### config.mk
export PLATFORM = sky130hd
export DESIGN_NAME = wishbone_slave_regs_flat
export DESIGN_NICKNAME = d
export VERILOG_FILES = /design/src/rtl/wishbone_slave_regs_pkg.sv /design/src/rtl/wishbone_slave_regs_if.sv /design/src/rtl/wishbone_slave_regs_handshake.sv /design/src/rtl/wishbone_slave_regs.sv /design/src/flat_wrapper.sv
export SDC_FILE = /design/constraint.sdc
export NUM_CORES = 1
export LEC_CHECK = 0
export ABC_CLOCK_PERIOD_IN_PS = 3600
export CAP_MARGIN = 20
export CORE_MARGIN = 2
export CORE_UTILIZATION = 54
export DETAILED_ROUTE_END_ITERATION = 8
export GPL_TIMING_DRIVEN = 1
export PLACE_DENSITY_LB_ADDON = 0.25
export SYNTH_ARGS = -nofsm -noshare
export SYNTH_HDL_FRONTEND = slang
export SYNTH_SLANG_ARGS = --single-unit
export TNS_END_PERCENT = 1
### constraint.sdc
create_clock -name clk -period 3.6 [get_ports clk]
set_input_delay 1.08 -clock clk [delete_from_list [all_inputs] [get_ports clk]]
set_output_delay 1.08 -clock clk [all_outputs]
set_load 0.03 [all_outputs]
### src/rtl/wishbone_slave_regs_pkg.sv
// Shared Wishbone definitions: register indices, FSM state encoding,
// default device ID and the master's command codes.
package wishbone_slave_regs_pkg;

    // Register map indices
    localparam int REG_ID       = 0;
    localparam int REG_CTRL     = 1;
    localparam int REG_IRQ_PEND = 2;
    localparam int REG_IRQ_EN   = 3;

    localparam logic [31:0] DEFAULT_DEVICE_ID = 32'h0001_0001;

    // Responder handshake FSM states
    typedef enum logic [1:0] {
        ST_IDLE = 2'd0,
        ST_WAIT = 2'd1,
        ST_ACK  = 2'd2
    } wb_state_e;

    // Command codes understood by the Wishbone master
    typedef enum logic [1:0] {
        CMD_NOP    = 2'd0,
        CMD_READ   = 2'd1,
        CMD_WRITE  = 2'd2,
        CMD_STREAM = 2'd3
    } wb_cmd_e;

    // True when no address bit at or above 'bits' is set
    function automatic logic addr_in_range(input logic [31:0] addr, input int bits);
        return (addr >> bits) == 32'd0;
    endfunction

endpackage

### src/rtl/wishbone_slave_regs_if.sv
// Wishbone bus bundle between the master and this register responder.
//
// Handshake: the master raises cyc, str and sel together with a stable
// addr/we/msk/dat and holds them until it sees ack. The responder raises ack
// (with read data on dat_o) once the access is served and holds it until the
// master drops str or cyc; ack falls on the next edge and a new strobe is
// taken no earlier than the cycle after ack has fallen.
interface wishbone_slave_regs_if;
    logic [31:0] wb_addr_i;
    logic [31:0] wb_dat_i;
    logic [31:0] wb_dat_o;
    logic        wb_str_i;
    logic        wb_cyc_i;
    logic        wb_we_i;
    logic        wb_msk_i;
    logic        wb_sel_i;
    logic        wb_ack_o;

    modport master (
        output wb_addr_i, wb_dat_i, wb_str_i, wb_cyc_i, wb_we_i, wb_msk_i, wb_sel_i,
        input  wb_dat_o, wb_ack_o
    );

    modport slave (
        input  wb_addr_i, wb_dat_i, wb_str_i, wb_cyc_i, wb_we_i, wb_msk_i, wb_sel_i,
        output wb_dat_o, wb_ack_o
    );
endinterface

### src/rtl/wishbone_slave_regs_handshake.sv
// IDLE/WAIT/ACK strobe handshake with programmable wait states. Latches the
// request on acceptance and emits a one-cycle access strobe on the first ACK
// cycle so the register bank commits each write exactly once.
module wishbone_slave_regs_handshake
    import wishbone_slave_regs_pkg::*;
#(
    parameter int WAIT_STATES = 0
) (
    input  logic        clk,
    input  logic        rst,
    input  logic        cyc,
    input  logic        str,
    input  logic        sel,
    input  logic        we,
    input  logic        msk,
    input  logic [31:0] addr,
    input  logic [31:0] dat,
    output logic        ack,
    output logic        access,
    output logic [31:0] lat_addr,
    output logic [31:0] lat_dat,
    output logic        lat_we,
    output logic        lat_msk,
    output wb_state_e   state
);

    // Last value of the wait counter before moving on to ACK
    localparam logic [3:0] WAIT_LAST = 4'((WAIT_STATES > 0) ? WAIT_STATES - 1 : 0);

    wb_state_e  state_next;
    logic [3:0] wait_cnt;
    logic [3:0] wait_cnt_next;
    logic       first_ack;
    logic       start;
    logic       held;

    assign start = cyc & str & sel;
    assign held  = cyc & str;

    // State, wait counter, first-ACK marker and request latch
    always_ff @(posedge clk) begin
        if (rst) begin
            state     <= ST_IDLE;
            wait_cnt  <= 4'd0;
            first_ack <= 1'b0;
            lat_addr  <= 32'd0;
            lat_dat   <= 32'd0;
            lat_we    <= 1'b0;
            lat_msk   <= 1'b0;
        end else begin
            state     <= state_next;
            wait_cnt  <= wait_cnt_next;
            first_ack <= (state_next == ST_ACK) && (state != ST_ACK);
            if (state == ST_IDLE && start) begin
                lat_addr <= addr;
                lat_dat  <= dat;
                lat_we   <= we;
                lat_msk  <= msk;
            end
        end
    end

    // Next-state and wait-count decisions; a dropped cyc/str aborts a wait
    always_comb begin
        state_next    = state;
        wait_cnt_next = wait_cnt;
        case (state)
            ST_IDLE: begin
                wait_cnt_next = 4'd0;
                if (start) begin
                    state_next = (WAIT_STATES > 0) ? ST_WAIT : ST_ACK;
                end
            end
            ST_WAIT: begin
                if (!held) begin
                    state_next    = ST_IDLE;
                    wait_cnt_next = 4'd0;
                end else if (wait_cnt == WAIT_LAST) begin
                    state_next    = ST_ACK;
                    wait_cnt_next = 4'd0;
                end else begin
                    wait_cnt_next = wait_cnt + 4'd1;
                end
            end
            ST_ACK: begin
                if (!held) begin
                    state_next = ST_IDLE;
                end
            end
            default: begin
                state_next    = ST_IDLE;
                wait_cnt_next = 4'd0;
            end
        endcase
    end

    assign ack    = (state == ST_ACK);
    assign access = (state == ST_ACK) && first_ack;

endmodule

### src/rtl/wishbone_slave_regs.sv
// Wishbone register responder: read-only ID at reg 0, control at reg 1,
// scratch above. Build macro WB_SLAVE_INTERRUPT_EN turns regs 2/3 into an
// interrupt pending (W1C) / enable pair and adds irq_src_i and wb_int_o.
module wishbone_slave_regs
    import wishbone_slave_regs_pkg::*;
#(
    parameter int          ADDR_BITS   = 4,
    parameter int          WAIT_STATES = 0,
    parameter logic [31:0] DEVICE_ID   = DEFAULT_DEVICE_ID
) (
    input  logic        clk,
    input  logic        rst,
    wishbone_slave_regs_if.slave bus,
    output logic [31:0] ctrl_o,
    output wb_state_e   dbg_state
`ifdef WB_SLAVE_INTERRUPT_EN
    ,
    input  logic [31:0] irq_src_i,
    output logic        wb_int_o
`endif
);

    localparam int NREGS = 2 ** ADDR_BITS;

    logic                 ack;
    logic                 access;
    logic [31:0]          lat_addr;
    logic [31:0]          lat_dat;
    logic                 lat_we;
    logic                 lat_msk;
    logic [ADDR_BITS-1:0] idx;
    logic                 in_range;
    logic                 wr_en;
    logic [31:0]          rd_val;

    // Storage for every writable index; reg 0 is the constant ID
    logic [31:0] bank [1:NREGS-1];

    wishbone_slave_regs_handshake #(
        .WAIT_STATES(WAIT_STATES)
    ) u_handshake (
        .clk      (clk),
        .rst      (rst),
        .cyc      (bus.wb_cyc_i),
        .str      (bus.wb_str_i),
        .sel      (bus.wb_sel_i),
        .we       (bus.wb_we_i),
        .msk      (bus.wb_msk_i),
        .addr     (bus.wb_addr_i),
        .dat      (bus.wb_dat_i),
        .ack      (ack),
        .access   (access),
        .lat_addr (lat_addr),
        .lat_dat  (lat_dat),
        .lat_we   (lat_we),
        .lat_msk  (lat_msk),
        .state    (dbg_state)
    );

    assign idx      = lat_addr[ADDR_BITS-1:0];
    assign in_range = addr_in_range(lat_addr, ADDR_BITS);
    assign wr_en    = access & lat_we & ~lat_msk & in_range & (idx != '0);

`ifdef WB_SLAVE_INTERRUPT_EN
    logic [31:0] irq_prev;
    logic [31:0] pend_set;
    logic [31:0] pend_clr;

    assign pend_set = irq_src_i & ~irq_prev;
    assign pend_clr = (wr_en && idx == ADDR_BITS'(REG_IRQ_PEND)) ? lat_dat : 32'd0;

    // Edge detector history and registered interrupt output
    always_ff @(posedge clk) begin
        if (rst) begin
            irq_prev <= 32'd0;
            wb_int_o <= 1'b0;
        end else begin
            irq_prev <= irq_src_i;
            wb_int_o <= |(bank[REG_IRQ_PEND] & bank[REG_IRQ_EN]);
        end
    end
`endif

    // Register bank: commit writes on the access strobe
    always_ff @(posedge clk) begin
        if (rst) begin
            for (int i = 1; i < NREGS; i++) begin
                bank[i] <= 32'd0;
            end
        end else begin
            for (int i = 1; i < NREGS; i++) begin
                if (wr_en && idx == ADDR_BITS'(i)) begin
                    bank[i] <= lat_dat;
                end
            end
`ifdef WB_SLAVE_INTERRUPT_EN
            // Pending overrides the plain write above: W1C, new edges win
            bank[REG_IRQ_PEND] <= (bank[REG_IRQ_PEND] & ~pend_clr) | pend_set;
`endif
        end
    end

    // Read mux over the latched address
    always_comb begin
        rd_val = 32'd0;
        if (in_range) begin
            if (idx == '0) begin
                rd_val = DEVICE_ID;
            end else begin
                rd_val = bank[idx];
            end
        end
    end

    assign bus.wb_ack_o = ack;
    assign bus.wb_dat_o = (ack && !lat_we) ? rd_val : 32'd0;
    assign ctrl_o       = bank[REG_CTRL];

endmodule

### src/flat_wrapper.sv
// flat-port wrapper written by rule: the top's interface ports become plain ports
module wishbone_slave_regs_flat import wishbone_slave_regs_pkg::*;
#(
    parameter int          ADDR_BITS   = 4,
    parameter int          WAIT_STATES = 0,
    parameter logic [31:0] DEVICE_ID   = DEFAULT_DEVICE_ID
)
  (clk, rst, ctrl_o, dbg_state, bus_wb_addr_i, bus_wb_dat_i, bus_wb_str_i, bus_wb_cyc_i, bus_wb_we_i, bus_wb_msk_i, bus_wb_sel_i, bus_wb_dat_o, bus_wb_ack_o);
  wishbone_slave_regs_if bus_i ();
  input  logic clk;
  input  logic rst;
  output logic [31:0] ctrl_o;
  output wb_state_e dbg_state;
  input wire logic [$bits(bus_i.wb_addr_i)-1:0] bus_wb_addr_i;
  input wire logic [$bits(bus_i.wb_dat_i)-1:0] bus_wb_dat_i;
  input wire logic [$bits(bus_i.wb_str_i)-1:0] bus_wb_str_i;
  input wire logic [$bits(bus_i.wb_cyc_i)-1:0] bus_wb_cyc_i;
  input wire logic [$bits(bus_i.wb_we_i)-1:0] bus_wb_we_i;
  input wire logic [$bits(bus_i.wb_msk_i)-1:0] bus_wb_msk_i;
  input wire logic [$bits(bus_i.wb_sel_i)-1:0] bus_wb_sel_i;
  output wire logic [$bits(bus_i.wb_dat_o)-1:0] bus_wb_dat_o;
  output wire logic [$bits(bus_i.wb_ack_o)-1:0] bus_wb_ack_o;
  assign bus_i.wb_addr_i = bus_wb_addr_i;
  assign bus_i.wb_dat_i = bus_wb_dat_i;
  assign bus_i.wb_str_i = bus_wb_str_i;
  assign bus_i.wb_cyc_i = bus_wb_cyc_i;
  assign bus_i.wb_we_i = bus_wb_we_i;
  assign bus_i.wb_msk_i = bus_wb_msk_i;
  assign bus_i.wb_sel_i = bus_wb_sel_i;
  assign bus_wb_dat_o = bus_i.wb_dat_o;
  assign bus_wb_ack_o = bus_i.wb_ack_o;
  wishbone_slave_regs #(.ADDR_BITS(ADDR_BITS), .WAIT_STATES(WAIT_STATES), .DEVICE_ID(DEVICE_ID)) u_core (.clk(clk), .rst(rst), .bus(bus_i), .ctrl_o(ctrl_o), .dbg_state(dbg_state));
endmodule
==> impl_metrics.ini, run 1 <==
[outcome]
status = finished, violations left
violations = negative setup slack

[setup_path]
path_max_fanout = 9
critical_path_class = flop to primary output
ff2ff_setup_slack_ns = 0.03
cp.required_ns = 2.52
timing.critical_path.arrival_ns = 2.67
start_kind = flop
endpoint_kind = primary output
ff2ff_path_depth = 6
r2r_end = u_core.bank[8][17]
worstSetupStartpoint = u_core.u_handshake.lat_addr[1]
r2r_start = u_core.u_handshake.lat_addr[1]
crit_end = bus_wb_dat_o[16]

[grt]
grt_pass1_vias = 17440
grt_max_degree = 217
grt_pass1_wl_mm = 106.8
antenna_found_initial = 0
track_usage_pct = 30.51
grt-ovfl-total = 0

[clocking]
cts.sinks = 557
tritoncts = built
cts_root_buffer = clkbuf_16
htreeDepth = 2
cts_made_buffers = 57
clk_pin_slew_ns = 0.06
clk_latency_ns = 0.62
clock_path_buffers = 3

[power]
swShare_pct = 21.87
power_density_nw_per_um2 = 479.7
ir_drop_uv = 379.3
p_leak_nw = 9.357
pwr-share-clk_pct = 42.7
pwr-share-comb_pct = 6.6
sequentialPowerShare_pct = 50.6
total_power_mw = 14.37
p_int_mw = 11.22
power.switching_mw = 3.142

[sta]
max-slew-margin-rel_pct = 6.929
slew_viol_final = 0
period_share_pct = 104.1
clock.fmax_mhz = 266.8
final.min_clock_period_ns = 3.749
rsz0062_at_grt = yes
setup_viol = 19
worstMarginPinSlew_ns = 1.396
fin_worst_skew_ns = 0.01556
hold_viol = 0
setup_ws_ns = -0.1488

[layout]
area_delta_synth_final_pct = 21.75
finalCoreUtilization_pct = 66.28
drive_gt1_share_pct = 21.13
instances_no_fill = 2744
fillers = 3278
n_antenna_cell = 0
layout.nets = 2168
multi_input_area_sq_um = 8377
register_area_sq_um = 15970

[job]
cap_violations = 0

[routing]
dr.pass1.iters = 6
wire_per_inst_um = 25.98
num_vias = 17230
first_iter_violations = 1928
drc_errors = 0
ant_nets = 0
vias_per_cell = 6.278
totalWireLength_mm = 71.28

[logic_synthesis]
synth_cells = 1964
synth_edf_count = 480
ys_types = 41
async_flop_share_pct = 0
syn_area_per_cell_sq_um = 12.52
ys_warn_count = 0
yosysSeqAreaShare_pct = 64.86
syn-num-nets = 2037
synth_ff_type = edfxtp_1
synth_area_sq_um = 24600
ys_ff_latch = 557

[placement]
post-place-cells = 2619
routabilityCongestion = 0.8380
dp_hpwl_mm = 41.87
portBuffers = 137

[die]
start_util_pct = 54.44
die-height_um = 217.4
ios = 138
core_sq_um = 45190
die_w_um = 217.4
num_rows = 78
dieArea_sq_um = 47280

[hold_path]
hp-class = flop to flop
[state kept, by name, indices dropped and copies added, names as in the netlist, named ones only]
| name | cells |
|---|---|
| u_core.bank | 480 |
| u_core.u_handshake.lat_addr | 32 |
| u_core.u_handshake.lat_dat | 32 |
| u_core.u_handshake.wait_cnt | 4 |
| u_core.u_handshake.state | 2 |
| u_core.u_handshake.first_ack | 1 |
| u_core.u_handshake.lat_msk | 1 |
| u_core.u_handshake.lat_we | 1 |
[area by class of cell]
class	instances	share of cell area [%]
sequential	557	53.33
multi-input combinational	1224	27.97
timing repair buffer	252	9.634
clock buffer	77	5.531
tap	600	2.507
clock inverter	31	0.9943
inverter	3	0.03760
[cell families (layout without fill, tap and decap cells)]
logic type / after synthesis / in the layout / synth area share, %
buffers and inverters: 183 / 363 / 3.148
AO/OA/AOI/OAI: 181 / 181 / 4.746
XOR/XNOR: 3 / 3 / 0.1068
adder cells (fa/ha/maj): 2 / 2 / 0.1017
AND/OR/NAND/NOR: 891 / 891 / 16.63
flip-flops: 557 / 557 / 64.86
multiplexers: 147 / 147 / 10.41
[layout by cell type, fill, tap and decap left out, types with 48 or more instances in the layout]
master	instances
nor3_1	237
dfxtp_1	73
a21oi_1	66
buf_4	89
mux2i_1	54
buf_12	48
clkdlybuf4s50_1	104
nor2_1	262
edfxtp_1	480
clkbuf_16	61
nand2_1	266
mux4_2	87
[routing by layer]
| metal | vias to the layer above | share of wire, % | GRT usage (%) |
|---|---|---|---|
| li1 | 7538 | - | - |
| met1 | 8524 | 38 | 40.14 |
| met2 | 984 | 48 | 49.30 |
| met3 | 181 | 9.2 | 5.774 |
| met4 | 0 | 5.2 | 14.52 |
| met5 | - | 0 | 0 |
[through the flow]
| stage | setup TNS, ns | area (sq um) | hold WS (ns) | setup WS, ns |
|---|---|---|---|---|
| after floorplan | -7.908 | 24600 | 0.4308 | -0.06384 |
| after global placement | 0 | 27320 | 0.4381 | 0.2429 |
| after detailed placement | 0 | 27320 | 0.4415 | 0.2455 |
| after CTS | -1.202 | 29860 | 0.4506 | -0.09348 |
| after global routing | -3.419 | 29950 | 0.4646 | -0.1622 |
| final | -0.7288 | 29950 | 0.4493 | -0.1488 |
[worst max-delay path: stages (launching register included)]
cell,delay [ns]
dfxtp_1,0.41
nor4_1,0.83
a2111oi_2,0.05
buf_4,0.19
nor3_1,0.34
buf_4,0.24
[power by group through the flow]
stage               Clock [mW]  Sequential, mW  Combinational, mW
floorplan                    0            7.40              0.438
global placement             0            7.40              0.860
detailed placement           0            7.41              0.870
CTS                       6.18            7.27              0.938
global route              6.44            7.29              0.993
finish                    6.14            7.27              0.951
[synthesized netlist by cell type, drive strengths merged, types with 3 or more instances]
| cell | instances | area share (%) |
|---|---|---|
| buf | 68 | 1.4 |
| nand3 | 3 | 0.061 |
| nor2 | 264 | 4.0 |
| edfxtp | 480 | 59 |
| nor3 | 290 | 6.6 |
| mux2i | 60 | 2.4 |
| a21oi | 66 | 1.3 |
| nand2 | 267 | 4.1 |
| a2111oi | 3 | 0.11 |
| dfxtp | 77 | 6.3 |
| o21bai | 6 | 0.18 |
| or4 | 4 | 0.12 |
| nor2b | 36 | 0.92 |
| mux4 | 87 | 8.0 |
| o22ai | 31 | 0.79 |
| clkbuf | 112 | 1.7 |
| nor4 | 6 | 0.18 |
| nand4 | 4 | 0.13 |
| nand2b | 7 | 0.18 |
| a211oi | 63 | 1.9 |
| a31o | 9 | 0.32 |
| inv | 3 | 0.046 |
[timing repair]
item	in CTS	in global routing
buffers inserted	14	1
hold buffers	0	0
gates resized for setup	77	14
cloned	2	0
endpoints found under the setup margin	32	32
hold endpoints to repair	0	0
pin swaps	1	10
[how the worst min path moves through the flow]
stage                                          startpoint                               to  slack (ns)  cells past startpoint
after floorplan           u_core.u_handshake.lat_addr[31]  u_core.u_handshake.lat_addr[31]        0.43                      2
after global placement     u_core.u_handshake.lat_dat[30]   u_core.u_handshake.lat_dat[30]        0.44                      2
after detailed placement  u_core.u_handshake.lat_addr[31]  u_core.u_handshake.lat_addr[31]        0.44                      2
after CTS                   u_core.u_handshake.lat_dat[3]    u_core.u_handshake.lat_dat[3]        0.45                      2
after global routing       u_core.u_handshake.lat_dat[27]   u_core.u_handshake.lat_dat[27]        0.46                      2
final                       u_core.u_handshake.lat_dat[3]    u_core.u_handshake.lat_dat[3]        0.45                      2
No activity file was read; power rests on OpenSTA's default activity.
==> inputs of run 2 (changes only) <==
--- a/config.mk
+++ b/config.mk
@@ -5,13 +5,14 @@
 export SDC_FILE = /design/constraint.sdc
 export NUM_CORES = 1
 export LEC_CHECK = 0
-export ABC_CLOCK_PERIOD_IN_PS = 3600
+export ABC_CLOCK_PERIOD_IN_PS = 3800
 export CAP_MARGIN = 20
 export CORE_MARGIN = 2
 export CORE_UTILIZATION = 54
 export DETAILED_ROUTE_END_ITERATION = 8
 export GPL_TIMING_DRIVEN = 1
 export PLACE_DENSITY_LB_ADDON = 0.25
+export SKIP_CTS_REPAIR_TIMING = 1
 export SYNTH_ARGS = -nofsm -noshare
 export SYNTH_HDL_FRONTEND = slang
 export SYNTH_SLANG_ARGS = --single-unit
==> constraint.sdc (replaced) <==
create_clock -name clk -period 3.8 [get_ports clk]
set_input_delay 1.14 -clock clk [delete_from_list [all_inputs] [get_ports clk]]
set_output_delay 1.14 -clock clk [all_outputs]
set_load 0.03 [all_outputs]
==> impl_metrics.ini, run 2 (synthesized netlist as in run 1, its figures left out) <==
[outcome]
status = finished, violations left
violations = negative setup slack

[routing]
drc_errors = 0
dr.pass1.iters = 7
ant_nets = 0
wire_per_inst_um = 25.56
first_iter_violations = 1852
vias_per_cell = 6.267
totalWireLength_mm = 69.62
num_vias = 17070

[placement]
routabilityCongestion = 0.8738
placed_area_sq_um = 27040
dpl_worst_slack_ns = 0.2308
portBuffers = 137
post-place-cells = 2601
dp_hpwl_mm = 41.65

[setup_path]
start_kind = flop
endpoint_kind = primary output
critical_path_class = flop to primary output
timing.critical_path.arrival_ns = 2.70
ff2ff_setup_slack_ns = 0.49
path_max_fanout = 9
cp.required_ns = 2.66

[layout]
top_register = u_core.bank
instances_no_fill = 2724
largest_reg_flops = 480
layout_commonest_cell = edfxtp_1
top_regs = u_core.bank x480, u_core.u_handshake.lat_addr x32, u_core.u_handshake.lat_dat x32
layout.nets = 2149
finalCoreUtilization_pct = 64.94
n_antenna_cell = 0
mostFrequentLayoutCells = edfxtp_1, nand2_1, nor2_1
drive_gt1_share_pct = 19.44
area_delta_synth_final_pct = 19.29
stdcell_area_sq_um = 29340

[clocking]
cts_root_buffer = clkbuf_16
htreeDepth = 2
cts.sinks = 557
clock_path_buffers = 3
tritoncts = built
cts_made_buffers = 58
clk_latency_ns = 0.62
clk_pin_slew_ns = 0.06

[sta]
rsz0062_at_grt = yes
max-slew-margin-rel_pct = 28.69
setup_viol = 2
worstMarginPinSlew_ns = 1.070
whs_ns = 0.4475
setup_ws_ns = -0.03815
fin_setup_tns_ns = -0.06040
hold_viol = 0
final.min_clock_period_ns = 3.838
period_share_pct = 101.0
slew_viol_final = 0
fin_worst_skew_ns = 0.01898
clock.fmax_mhz = 260.5

[power]
power.switching_mw = 2.939
p_leak_nw = 9.103
ir_drop_uv = 369.3
power_density_nw_per_um2 = 450.5
total_power_mw = 13.22
swShare_pct = 22.24
pwr-share-clk_pct = 41.5
sequentialPowerShare_pct = 52.2
pwr-share-comb_pct = 6.3
p_int_mw = 10.28

[die]
die_w_um = 217.4
core_sq_um = 45190
dieArea_sq_um = 47280
die-height_um = 217.4
num_rows = 78
start_util_pct = 54.44
ios = 138

[grt]
grt_pass1_wl_mm = 104.2
grt_pass1_vias = 17120
antenna_found_initial = 0
track_usage_pct = 29.63
grt-ovfl-total = 0
grt_max_degree = 170

[hold_path]
hp-class = flop to flop

[job]
cap_violations = 0
[run 2: cell types whose count changed in the layout (fill, tap and decap cells not counted), sizes merged]
cell	before	now
bufbuf	2	0
bufinv	6	2
buf	146	127
clkbuf	77	82
[run 2: final timing paths]
path | start | depth (start not counted) | to
hold reg to reg | u_core.u_handshake.lat_dat[29] | 2 | u_core.u_handshake.lat_dat[29]
hold / removal | u_core.u_handshake.lat_dat[29] | 2 | u_core.u_handshake.lat_dat[29]
setup / recovery | flop | 7 | bus_wb_dat_o[27]
setup reg to reg | u_core.u_handshake.lat_addr[25] | 5 | u_core.bank[14][8]
[run 2: power groups by stage]
stage                     combinational [mW]  clock (mW)  sequential [mW]
after floorplan                        0.415           0             7.01
after global placement                 0.776           0             7.01
after detailed placement               0.783           0             7.03
after CTS                              0.786        5.52             6.90
after global routing                   0.878        5.77             6.91
final                                  0.836        5.49             6.90
[run 2: area by class of cell]
| type | instances | area (sq um) |
|---|---|---|
| multi-input cells | 1224 | 8289 |
| clock buffers | 81 | 1640 |
| well taps | 600 | 750.7 |
| flip-flops and latches | 557 | 15970 |
| clock inverters | 27 | 181.4 |
| repair buffers | 232 | 2502 |
| fillers | 3301 | 15840 |
| inverters | 3 | 11.26 |
[run 2: per-layer routing]
metal  wire (um)  track usage, %  vias up
met2       33820           47.20      991
li1            -               -     7490
met4        3796           16.07        0
met5           0               0        -
met3        6382           5.676      168
met1       25630           38.73     8423
[run 2: worst max-delay path, stage by stage (launching register included)]
cell and delay (ns):
dfxtp_4 0.46, buf_8 0.18, buf_4 0.13, mux2i_1 0.06, a211oi_1 0.53, nor3_1 0.14
a211oi_1 0.41, buf_12 0.18
==> inputs of run 3 (changes only) <==
--- a/config.mk
+++ b/config.mk
@@ -6,12 +6,12 @@
 export NUM_CORES = 1
 export LEC_CHECK = 0
 export ABC_CLOCK_PERIOD_IN_PS = 3800
-export CAP_MARGIN = 20
+export CAP_MARGIN = 15
 export CORE_MARGIN = 2
 export CORE_UTILIZATION = 54
 export DETAILED_ROUTE_END_ITERATION = 8
 export GPL_TIMING_DRIVEN = 1
-export PLACE_DENSITY_LB_ADDON = 0.25
+export PLACE_DENSITY = 0.76
 export SKIP_CTS_REPAIR_TIMING = 1
 export SYNTH_ARGS = -nofsm -noshare
 export SYNTH_HDL_FRONTEND = slang
==> constraint.sdc (replaced) <==
create_clock -name clk -period 3.8 [get_ports clk]
set_input_delay 0.38 -clock clk [delete_from_list [all_inputs] [get_ports clk]]
set_output_delay 0.38 -clock clk [all_outputs]
set_load 0.03 [all_outputs]
==> impl_metrics.ini, run 3 (synthesized netlist as in run 1, its figures left out) <==
[die]
die-height_um = 217.4
num_rows = 78
core_sq_um = 45190
die_w_um = 217.4
ios = 138
start_util_pct = 54.44
dieArea_sq_um = 47280

[grt]
track_usage_pct = 29.47
antenna_found_initial = 1
grt_max_degree = 83
grt_pass1_wl_mm = 103.4
grt_pass1_vias = 17220
grt-ovfl-total = 0

[sta]
slew_viol_final = 0
rsz0062_at_grt = yes
clock.fmax_mhz = 264.2
period_share_pct = 99.62
max-slew-margin-rel_pct = 37.86
setup_ws_ns = 0.01461
hold_viol = 0
final.min_clock_period_ns = 3.785
fin_worst_skew_ns = 0.01576
setup_viol = 0
fin_setup_tns_ns = 0
worstMarginPinSlew_ns = 0.9312

[setup_path]
path_buf_inv = 2
path_delay_family = buffers and inverters
max_stage_delay_ns = 0.64
endpoint_kind = primary output
critical_path_class = flop to primary output
timing.critical_path.arrival_ns = 3.41
cp.required_ns = 3.42
crit_chain = buf_12, mux4_2, a2111oi_0, nor3_1, clkdlybuf4s50_1
start_kind = flop
path_max_fanout = 25
cp_slowest_cell = clkdlybuf4s50_1

[clocking]
cts_made_buffers = 55
clk_pin_slew_ns = 0.07
clk_latency_ns = 0.61
htreeDepth = 2
cts.sinks = 557
cts_root_buffer = clkbuf_16
clock_path_buffers = 3
tritoncts = built

[power]
pwr-share-comb_pct = 6.2
pwr-share-clk_pct = 39.8
swShare_pct = 22.16
power.switching_mw = 2.830
ir_drop_uv = 324.7
power_density_nw_per_um2 = 446.4
p_int_mw = 9.942
p_leak_nw = 8.910
sequentialPowerShare_pct = 54.0

[placement]
dpl_worst_slack_ns = 0.4641
routabilityCongestion = 0.8914
portBuffers = 137
dp_hpwl_mm = 42.06

[layout]
finalCoreUtilization_pct = 63.32
mostFrequentLayoutCells = edfxtp_1, nand2_1, nor2_1
top_regs = u_core.bank x480, u_core.u_handshake.lat_addr x32, u_core.u_handshake.lat_dat x32
top_register = u_core.bank
largest_reg_flops = 480
drive_gt1_share_pct = 14.17
area_delta_synth_final_pct = 16.31
layout_commonest_cell = edfxtp_1
layout.nets = 2118

[routing]
num_vias = 17190
dr.pass1.iters = 7
first_iter_violations = 2329
totalWireLength_mm = 69.51
wire_per_inst_um = 25.84
drc_errors = 0
vias_per_cell = 6.390
ant_nets = 0

[job]
cap_violations = 0

[hold_path]
hp-class = input pin to flop

[outcome]
status = finished clean
[run 3: changes by cell type in the layout (fill, tap and decap cells not counted), moves of 6 or more]
cell	previous run	this run
a211oi_4	6	0
buf_4	88	46
clkinv_1	10	17
clkinv_2	12	4
nor3_1	244	254
a211oi_2	21	1
clkdlybuf4s50_1	104	118
dlymetal6s2s_1	0	11
a211oi_1	36	62
nor3_2	44	36
[run 3: final timing paths]
kind | startpoint | slack, ns | cells past startpoint | endpoint
max reg2reg | u_core.u_handshake.lat_addr[0] | 0.50 | 6 | u_core.bank[4][20]
min reg2reg | u_core.u_handshake.lat_dat[10] | 0.45 | 2 | u_core.u_handshake.lat_dat[10]
min | bus_wb_addr_i[20] | 0.31 | 3 | u_core.u_handshake.lat_addr[20]
max | flop | 0.01 | 5 | bus_wb_dat_o[0]
[run 3: power by group through the flow]
| stage | registers [mW] | clock network (mW) | logic [mW] |
|---|---|---|---|
| after detailed placement | 7.03 | 0 | 0.774 |
| after CTS | 6.90 | 5.09 | 0.779 |
| final | 6.90 | 5.08 | 0.793 |
| after floorplan | 7.01 | 0 | 0.415 |
| after global routing | 6.91 | 5.33 | 0.829 |
| after global placement | 7.01 | 0 | 0.765 |
[run 3: layout make-up]
class / count / area, sq um
multi-input combinational: 1224 / 7999
inverter: 3 / 11.26
clock buffer: 76 / 1508
fill: 3250 / 16570
timing repair buffer: 204 / 2236
tap: 600 / 750.7
antenna: 1 / 2.502
clock inverter: 25 / 136.4
sequential: 557 / 15970
[run 3: routing by layer]
layer / vias to the layer above / routed length, um / GRT usage, %
met3: 195 / 8204 / 6.346
met2: 1225 / 32660 / 46.24
met5: - / 0 / 0
met4: 0 / 3354 / 14.06
met1: 8343 / 25290 / 39.47
li1: 7426 / - / -
[run 3: worst reg2reg max path: stages, from the launching register on]
cell	delay (ns)
dfxtp_1	0.56
nor4_2	0.18
nor3_1	0.66
nand4_4	0.49
buf_12	0.39
o21bai_4	0.32
buf_4	0.36
[run 3: stage by stage]
stage	instances	hold slack [ns]	total power [mW]	area [sq um]
floorplan	1964	0.4308	7.424	24600
global placement	2587	0.4400	7.777	26900
detailed placement	2587	0.4451	7.802	26900
CTS	2688	0.2966	12.77	28540
global route	2689	0.3234	13.08	28610
finish	2690	0.3144	12.77	28610
